File: src/rtl/fetch_pkg.sv
// Shared state encoding and constants for the instruction-fetch stage.
package fetch_pkg;

    typedef enum logic [1:0] {
        IDLE,
        RUN,
        WAIT,
        HOLD
    } fetch_state_e;

    localparam logic [31:0] FETCH_NOP_INST = 32'h0000_0000;
    localparam int unsigned PC_INC         = 4;

    function automatic logic [31:0] sat_inc32(input logic [31:0] v);
        return (v == '1) ? v : v + 32'd1;
    endfunction

endpackage

File: src/rtl/ifid_reg.sv
// IF/ID pipeline register: reset > flush > stall (hold) > load > bubble.
module ifid_reg
    import fetch_pkg::*;
#(
    parameter int unsigned       ADDR_W   = 32,
    parameter int unsigned       INST_W   = 32,
    parameter logic [INST_W-1:0] NOP_INST = INST_W'(FETCH_NOP_INST)
) (
    input  logic              clk_i,
    input  logic              rst_i,
    input  logic              flush_i,
    input  logic              stall_i,
    input  logic              load_i,
    input  logic [ADDR_W-1:0] pc_i,
    input  logic [INST_W-1:0] inst_i,
    output logic              valid_o,
    output logic [ADDR_W-1:0] pc_o,
    output logic [ADDR_W-1:0] pc4_o,
    output logic [INST_W-1:0] inst_o
);

    logic              valid_q, valid_d;
    logic [ADDR_W-1:0] pc_q, pc_d;
    logic [ADDR_W-1:0] pc4_q, pc4_d;
    logic [INST_W-1:0] inst_q, inst_d;

    always_comb begin
        valid_d = valid_q;
        pc_d    = pc_q;
        pc4_d   = pc4_q;
        inst_d  = inst_q;
        if (flush_i) begin
            valid_d = 1'b0;
            inst_d  = NOP_INST;
        end else if (!stall_i) begin
            if (load_i) begin
                valid_d = 1'b1;
                pc_d    = pc_i;
                pc4_d   = pc_i + ADDR_W'(PC_INC);
                inst_d  = inst_i;
            end else begin
                valid_d = 1'b0;
                inst_d  = NOP_INST;
            end
        end
    end

    always_ff @(posedge clk_i) begin
        if (rst_i) begin
            valid_q <= 1'b0;
            pc_q    <= '0;
            pc4_q   <= ADDR_W'(PC_INC);
            inst_q  <= NOP_INST;
        end else begin
            valid_q <= valid_d;
            pc_q    <= pc_d;
            pc4_q   <= pc4_d;
            inst_q  <= inst_d;
        end
    end

    assign valid_o = valid_q;
    assign pc_o    = pc_q;
    assign pc4_o   = pc4_q;
    assign inst_o  = inst_q;

endmodule

File: src/rtl/fetch_unit.sv
// Instruction-fetch stage: issues the PC to instruction memory and loads IF/ID.
// Defining FETCH_PERF_CNT_EN adds saturating accept / miss-cycle counters.
module fetch_unit
    import fetch_pkg::*;
#(
    parameter int unsigned       ADDR_W   = 32,
    parameter int unsigned       INST_W   = 32,
    parameter logic [INST_W-1:0] NOP_INST = INST_W'(FETCH_NOP_INST)
) (
    input  logic              clk_i,
    input  logic              rst_i,
    input  logic              start_i,
    input  logic [ADDR_W-1:0] pc_i,
    output logic              pc_stall_o,
    input  logic              id_stall_i,
    input  logic              flush_i,
    output logic              imem_req_o,
    output logic [ADDR_W-1:0] imem_addr_o,
    input  logic              imem_ack_i,
    input  logic [INST_W-1:0] imem_data_i,
    output logic              ifid_valid_o,
    output logic [ADDR_W-1:0] ifid_pc_o,
    output logic [ADDR_W-1:0] ifid_pc4_o,
    output logic [INST_W-1:0] ifid_inst_o
`ifdef FETCH_PERF_CNT_EN
    ,
    output logic [31:0]       perf_fetch_o,
    output logic [31:0]       perf_miss_o
`endif
);

    fetch_state_e      state_q, state_d;
    fetch_state_e      done_state;
    logic              kill_q, kill_d;
    logic [ADDR_W-1:0] addr_q, addr_d;
    logic [INST_W-1:0] buf_q, buf_d;
    logic              req;
    logic              accept;
    logic [ADDR_W-1:0] acc_pc;
    logic [INST_W-1:0] acc_inst;

    always_comb begin
        state_d     = state_q;
        kill_d      = kill_q;
        addr_d      = addr_q;
        buf_d       = buf_q;
        req         = 1'b0;
        imem_addr_o = pc_i;
        accept      = 1'b0;
        acc_pc      = pc_i;
        acc_inst    = imem_data_i;
        // A finished transaction drops to IDLE if fetching was disabled meanwhile.
        done_state  = start_i ? RUN : IDLE;
        case (state_q)
            IDLE: begin
                if (start_i) state_d = RUN;
            end
            RUN: begin
                req = !(id_stall_i && !flush_i);
                if (req && imem_ack_i) begin
                    accept = !id_stall_i;
                    state_d = done_state;
                end else if (req) begin
                    addr_d  = pc_i;
                    kill_d  = flush_i;
                    state_d = WAIT;
                end else begin
                    state_d = done_state;
                end
            end
            WAIT: begin
                req         = 1'b1;
                imem_addr_o = addr_q;
                acc_pc      = addr_q;
                if (imem_ack_i) begin
                    kill_d = 1'b0;
                    if (kill_q || flush_i) begin
                        state_d = done_state;
                    end else if (!id_stall_i) begin
                        accept  = 1'b1;
                        state_d = done_state;
                    end else begin
                        buf_d   = imem_data_i;
                        state_d = HOLD;
                    end
                end else if (flush_i) begin
                    kill_d = 1'b1;
                end
            end
            HOLD: begin
                imem_addr_o = addr_q;
                acc_pc      = addr_q;
                acc_inst    = buf_q;
                if (flush_i) begin
                    state_d = done_state;
                end else if (!id_stall_i) begin
                    accept  = 1'b1;
                    state_d = done_state;
                end
            end
            default: state_d = IDLE;
        endcase
    end

    always_ff @(posedge clk_i) begin
        if (rst_i) begin
            state_q <= IDLE;
            kill_q  <= 1'b0;
            addr_q  <= '0;
            buf_q   <= '0;
        end else begin
            state_q <= state_d;
            kill_q  <= kill_d;
            addr_q  <= addr_d;
            buf_q   <= buf_d;
        end
    end

    assign imem_req_o = req;
    assign pc_stall_o = !(accept || flush_i);

    ifid_reg #(
        .ADDR_W  (ADDR_W),
        .INST_W  (INST_W),
        .NOP_INST(NOP_INST)
    ) u_ifid (
        .clk_i  (clk_i),
        .rst_i  (rst_i),
        .flush_i(flush_i),
        .stall_i(id_stall_i),
        .load_i (accept),
        .pc_i   (acc_pc),
        .inst_i (acc_inst),
        .valid_o(ifid_valid_o),
        .pc_o   (ifid_pc_o),
        .pc4_o  (ifid_pc4_o),
        .inst_o (ifid_inst_o)
    );

`ifdef FETCH_PERF_CNT_EN
    logic [31:0] perf_fetch_q, perf_fetch_d;
    logic [31:0] perf_miss_q, perf_miss_d;

    always_comb begin
        perf_fetch_d = accept ? sat_inc32(perf_fetch_q) : perf_fetch_q;
        perf_miss_d  = (state_q == WAIT) ? sat_inc32(perf_miss_q) : perf_miss_q;
    end

    always_ff @(posedge clk_i) begin
        if (rst_i) begin
            perf_fetch_q <= '0;
            perf_miss_q  <= '0;
        end else begin
            perf_fetch_q <= perf_fetch_d;
            perf_miss_q  <= perf_miss_d;
        end
    end

    assign perf_fetch_o = perf_fetch_q;
    assign perf_miss_o  = perf_miss_q;
`endif

endmodule

File: config.mk
export PLATFORM = sky130hd
export DESIGN_NAME = fetch_unit
export DESIGN_NICKNAME = d
export VERILOG_FILES = /design/src/rtl/fetch_pkg.sv /design/src/rtl/ifid_reg.sv /design/src/rtl/fetch_unit.sv
export SDC_FILE = /design/constraint.sdc
export NUM_CORES = 1
export LEC_CHECK = 0
export ABC_AREA = 0
export BUFFER_PORTS_ARGS = -buffer_cell sky130_fd_sc_hd__buf_4
export CORE_MARGIN = 2
export CORE_UTILIZATION = 48
export CTS_CLUSTER_SIZE = 20
export DETAILED_ROUTE_END_ITERATION = 8
export PLACE_DENSITY = 0.77
export SLEW_MARGIN = 10
export SYNTH_ARGS = -nofsm -noshare
export SYNTH_HDL_FRONTEND = slang
export SYNTH_SLANG_ARGS = --single-unit
File: constraint.sdc
create_clock -name clk_i -period 3.59 [get_ports clk_i]
set_input_delay 0.8975 -clock clk_i [delete_from_list [all_inputs] [get_ports clk_i]]
set_output_delay 0.8975 -clock clk_i [all_outputs]
set_load 0.02 [all_outputs]
# --- Word-level counts from Yosys, hierarchy flattened ---
# Cells that the tools add are included.
classes:
  n_addsub: 1
  eq_ne: 9
  muxes: 26
  n_bitwise: 5
  reduce_logical: 17
ops:
  columns: ["cell", "n"]
  rows:
  - ["2-to-1 mux 32 bit", 3]
  - ["adder 32 x 3 -> 32 bit (second input constant)", 1]
  - ["2-to-1 mux 2 bit", 8]
  - ["2-to-1 mux 1 bit", 11]
  - ["AND reduction 3 bit", 3]
  - ["inequality test 2 bit (second input constant)", 4]
  - ["case mux 2 bit (4 select lines)", 1]
  - ["AND reduction 4 bit", 2]
  - ["inequality test 3 bit (second input constant)", 2]
  - ["NOT 1 bit", 5]
  - ["equality test 2 bit (second input constant)", 2]
  - ["zero test 1 bit", 4]
  - ["case mux 1 bit (2 select lines)", 2]
  - ["OR reduction 2 bit", 2]
  - ["case mux 1 bit (3 select lines)", 1]
  - ["equality test 2 x 1 -> 1 bit (second input constant)", 1]
  - ["logical AND 1 bit", 2]
  - ["zero test 2 bit", 1]
  - ["logical OR 1 bit", 2]
  - ["nonzero test 2 bit", 1]
totals:
  reg_bits: 164
  in_bits: 70
  output_inout_bits: 131
  word_cells: 66

# --- Longest topological paths before layout ---
logic_depth:
  ltp_word: 8
  ltp_mapped: 14
  depth_no_buf: 11

# --- Modules after synthesis ---
# From an unflattened synthesis, not the netlist that was laid out.
unflattened:
  hier_cells: 855
  hier_area_um2: 7445.9
by_module_without_submodules:
  columns: ["module", "instances", "cells_each", "area_each_um2", "seq_area_each_um2"]
  rows:
  - ["ifid_reg", 1, 444, 3799.9, 1901.8]
  - ["fetch_unit", 1, 411, 3646.0, 1341.3]

# --- Worst setup path before layout ---
# No wires, ideal clock.
synth_timing:
  kind: "reg-to-reg"
  from: "register state_q[0]"
  to: "register u_ifid.pc4_q[26] (netlist: u_ifid.pc4_o[26])"
  setup_time_ns: 0.079
  t_arrival_ns: 3.567
  t_required_ns: 3.511
  path_slack_ns: -0.056
  path_stages_with_launch: 15
  n_path_buf: 3
  synth_period_minus_slack_ns: 3.646
  cell_sequence: "dfxtp_1 > inv_1 > ha_1 > buf_2 > buf_2 > nor2_4 > clkbuf_1 > nand2_1 > nand2_1 > ha_1 > nor4bb_1 > o22a_1 > nand2_1 > or4_1 > o211ai_1"
synth_via:
  elab_chain_cells: 4
  word_cells_on_any_way: 8
  classes_between: "add/sub: 1; eq/ne: 3; mux: 2; reduce/logical: 2"
synth_rtl:
  columns: ["element", "line_no", "source"]
  rows:
  - ["from (decl)", "fetch_unit.sv:32", "fetch_state_e state_q, state_d;"]
  - ["from (signal assigned)", "fetch_unit.sv:112", "state_q <= state_d;"]
  - ["equality test 2 bit", null, null]
  - ["OR reduction 2 bit (no source line) (*)", null, null]
  - ["2-to-1 mux 32 bit (*)", null, null]
  - ["named net imem_addr_o[3]", "fetch_unit.sv:18", "output logic [ADDR_W-1:0] imem_addr_o,"]
  - ["adder 32 x 3 -> 32 bit (*)", "ifid_reg.sv:39", "pc4_d = pc_i + ADDR_W'(PC_INC);"]
  - ["to (signal assigned)", "ifid_reg.sv:52", "pc4_q <= ADDR_W'(PC_INC);"]
  - ["to (signal assigned)", "ifid_reg.sv:57", "pc4_q <= pc4_d;"]
  - ["to (decl)", "ifid_reg.sv:24", "logic [ADDR_W-1:0] pc4_q, pc4_d;"]
# Mark *: on every way through the listed nets, which the timed path passes. The rest lies on a longest branch.
# A chain may end at the register's enable or synchronous reset.

# --- Final worst setup path ---
layout_timing:
  from: "register state_q[0]"
  to: "output imem_addr_o[22]"
layout_via:
  elab_chain_cells: 3
  word_cells_on_any_way: 4
  classes_between: "eq/ne: 2; mux: 1; reduce/logical: 1"
layout_rtl:
  columns: ["element", "line_no", "source"]
  rows:
  - ["equality test 2 bit", "fetch_unit.sv:54", "case (state_q)"]
  - ["OR reduction 2 bit (no source line) (*)", null, null]
  - ["2-to-1 mux 32 bit (*)", "fetch_unit.sv:54", null]
  - ["to (decl)", "fetch_unit.sv:18", null]
# Mark *: on every way between the ends. The rest lies on a longest branch, timed or not.

==> flow_summary.yaml <==
sta:
  fmax_mhz: 285
  finClkSkew_ns: 0.00619
  relSlewSlack_pct: 54.2
  setup-violations-final: 0
  rsz0062_at_grt: "true"
  whs_ns: 0.442
  maxSlewViolCount: 0
  min_period_over_period_pct: 97.8
  hold_viol: 0
  tightestPinTransition_ns: 0.687
  period_needed_ns: 3.51
critical_path:
  reg2reg_depth: 10
  start_kind: "flip-flop"
  setup.worst_path.end_class: "primary output"
  worstPathRequired_ns: 2.69
  cp_max_fo: 40
  arrival_ns: 2.61
  path_class: "flip-flop to primary output"
route:
  firstDrtPassIters: 5
  drt-initial-drc-count: 712
  drc: 0
  drt_wl_total_mm: 21.8
  ant_nets: 0
  routed-via-count: 7466
  avgRoutedWirePerCell_um: 16.5
  via_per_inst: 5.65
clock_tree:
  clkTransAtPathRegs_ns: 0.06
  hold_buffers: 0
  post_cts_buffers: 0
  clock-root-buffer: "clkbuf_16"
  h-tree-depth: 4
  cts_tree: "done"
  cts_buffers: 17
  clk_path_buf_depth: 2
  clk_latency_ns: 0.43
  cts.sinks: 162
floorplanning:
  core-area_mm2: 0.0157
  dieArea_mm2: 0.0169
  initial_core_util_pct: 48.6
  io_pins: 201
  rows: 46
  die-width_um: 130
  fp.dieH_um: 130
synth:
  synth_simple_gate_area_share_pct: 21.1
  synth_fp_nets: 1003
  synthMuxAreaShare_pct: 8.15
  ys_types: 60
  ys.flop_type: "dfxtp_1"
  async_reset_ff_share_pct: 0
  synth_seq_cells: 162
  synth_area_mm2: 0.00763
  yosysSeqAreaShare_pct: 42.5
  synth_compound_area_share_pct: 20.9
  yosys.area_share.xor_xnor_pct: 0.803
  netlist_instances: 927
  synth-edff-count: 0
  synthAdderAreaFrac_pct: 0.984
  synth_top_family_by_area: "simple AND/OR/NAND/NOR gates"
  avgSynthCellArea_um2: 8.23
  yosysWarnings: 0
final_layout:
  fin_util_pct: 63.4
  diodes: 0
  layout-drive-gt1-share_pct: 26.9
  most-common-layout-cells: "220 x buf_4, 181 x nand2_1, 162 x dfxtp_1, 78 x a21oi_1, 73 x nor2_1"
  area_growth_pct: 30.5
  nets: 1172
  layout_commonest_cell: "buf_4"
placement:
  io_buffer_count: 200
  gp_congestion: 0.843
  hpwl_mm: 14.8
hold_path:
  whs_path_depth: 2
  hold_path_class: "flip-flop to flip-flop"
power:
  power_density_mw_per_mm2: 426
  peakVddDrop_mv: 0.322
  power_leakage_nw: 4.05
status:
  status: "completed"
grt:
  grt_usage_pct: 25.5
  overflow: 0
  grt_pass1_wl_mm: 34.4
  grt_antenna_before_repair: 0
  grt_max_degree: 69
  grt_pass1_vias: 6881
job:
  cap_violations: 0
-- stage by stage --
stage          cell area, um2  instances  setup TNS, ns  setup slack (ns)  power (mW)
2_1_floorplan            7630        927              0            0.0909        2.16
3_3_place_gp             9350       1293              0             0.247        2.36
3_5_place_dp             9350       1293              0             0.218        2.37
4_1_cts                  9960       1321              0            0.0892        4.26
5_1_grt                  9960       1321         -0.166           -0.0363        4.37
6_report                 9960       1321              0            0.0806        4.24
-- routing by layer --
layer  share of wire, %  wire, um  vias to the layer above  GRT usage (%)
met5                  0         0                        -              0
met4                1.8       400                        0           8.79
met3                8.5      1850                       37           7.22
met2                 46      9990                      293           39.4
met1                 44      9530                     3494           34.3
li1                   -         -                     3642              -
-- cell type report --
type	instances	area, um2
clock buffer	22	474
sequential	162	3240
inverter	33	124
fill	1358	5750
multi-input combinational	658	3990
clock inverter	6	130
timing repair buffer	224	1720
tap	216	270
-- sequential cells by signal (all words and copies together) (netlist names) --
register,count
u_ifid.valid_o,1
addr_q,32
u_ifid.pc4_o,32
kill_q,1
buf_q,32
state_q,2
u_ifid.pc_o,30
u_ifid.inst_o,32
-- timing repair --
action / in CTS / in global routing
gates resized for setup: 2 / 0
pin swaps: 0 / 0
setup endpoints to repair: 4 / 7
-- synthesized netlist by cell type (2+ instances only) --
library cell	n	area share, %
or4_1	2	0.20
a21oi_1	79	5.2
dfxtp_1	162	42
clkbuf_1	60	3.0
inv_1	32	1.6
mux2i_1	25	3.3
o22a_1	2	0.23
o21a_1	4	0.39
a211oi_1	29	2.9
o21ai_0	10	0.66
a2111oi_0	6	0.69
buf_2	10	0.66
nor2b_1	3	0.25
nand4bb_1	7	1.0
nor3_1	5	0.33
a21o_1	3	0.30
or2_2	3	0.25
o21ai_1	2	0.13
nor2_1	75	3.7
a22oi_1	39	3.8
a31oi_1	2	0.16
o311ai_0	12	1.4
nor4_1	2	0.16
nand3_1	40	2.6
nand4_1	11	0.90
and2_1	3	0.25
o2111ai_1	5	0.57
o211a_1	3	0.39
o211ai_1	18	1.8
nor4bb_1	3	0.39
buf_4	3	0.30
or4bb_1	5	0.74
nor3b_1	2	0.20
o311ai_1	5	0.57
o22ai_1	2	0.16
mux2_2	33	4.9
o31ai_1	2	0.20
and3_1	3	0.25
a222oi_1	3	0.39
nand2_1	181	8.9
xnor2_1	7	0.80
ha_1	6	0.98
-- worst max-delay path, cell delays in order (launching register included) --
cell and delay (ns):
dfxtp_1 0.39, inv_1 0.10, ha_1 0.28, buf_12 0.19, nor2_4 0.10, buf_6 0.33
mux2i_1 0.47, inv_1 0.12, buf_4 0.18
-- kinds of logic (layout without fill, tap and decap cells) --
kind of cell	count (synthesis)	in the layout
compound gates	234	234
xor+xnor	7	7
fa+ha+maj	6	6
buf+inv	107	285
flops	162	162
mux	58	58
simple gates	353	353
-- path summary, 6_finish.rpt --
kind / startpoint / endpoint / slack [ns]
setup / recovery: state_q[0]$_SDFFE_PP0P_ / imem_addr_o[22] / 0.08
setup reg to reg: state_q[0]$_SDFFE_PP0P_ / u_ifid.pc4_o[26]$_SDFFE_PP0P_ / 0.38
hold reg to reg: u_ifid.pc4_o[2]$_SDFFE_PP1P_ / u_ifid.pc4_o[2]$_SDFFE_PP1P_ / 0.44
hold / removal: u_ifid.pc4_o[2]$_SDFFE_PP1P_ / u_ifid.pc4_o[2]$_SDFFE_PP1P_ / 0.44
-- report_power, final --
part           switching, mW  internal [mW]  leakage, nW  total (mW)
combinational          0.285          0.195         2.45       0.480
clock                  0.710           1.20        0.298        1.91
sequential            0.0222           1.83         1.31        1.85
total                   1.02           3.23         4.05        4.24
No activity file was read; power rests on OpenSTA's default activity.
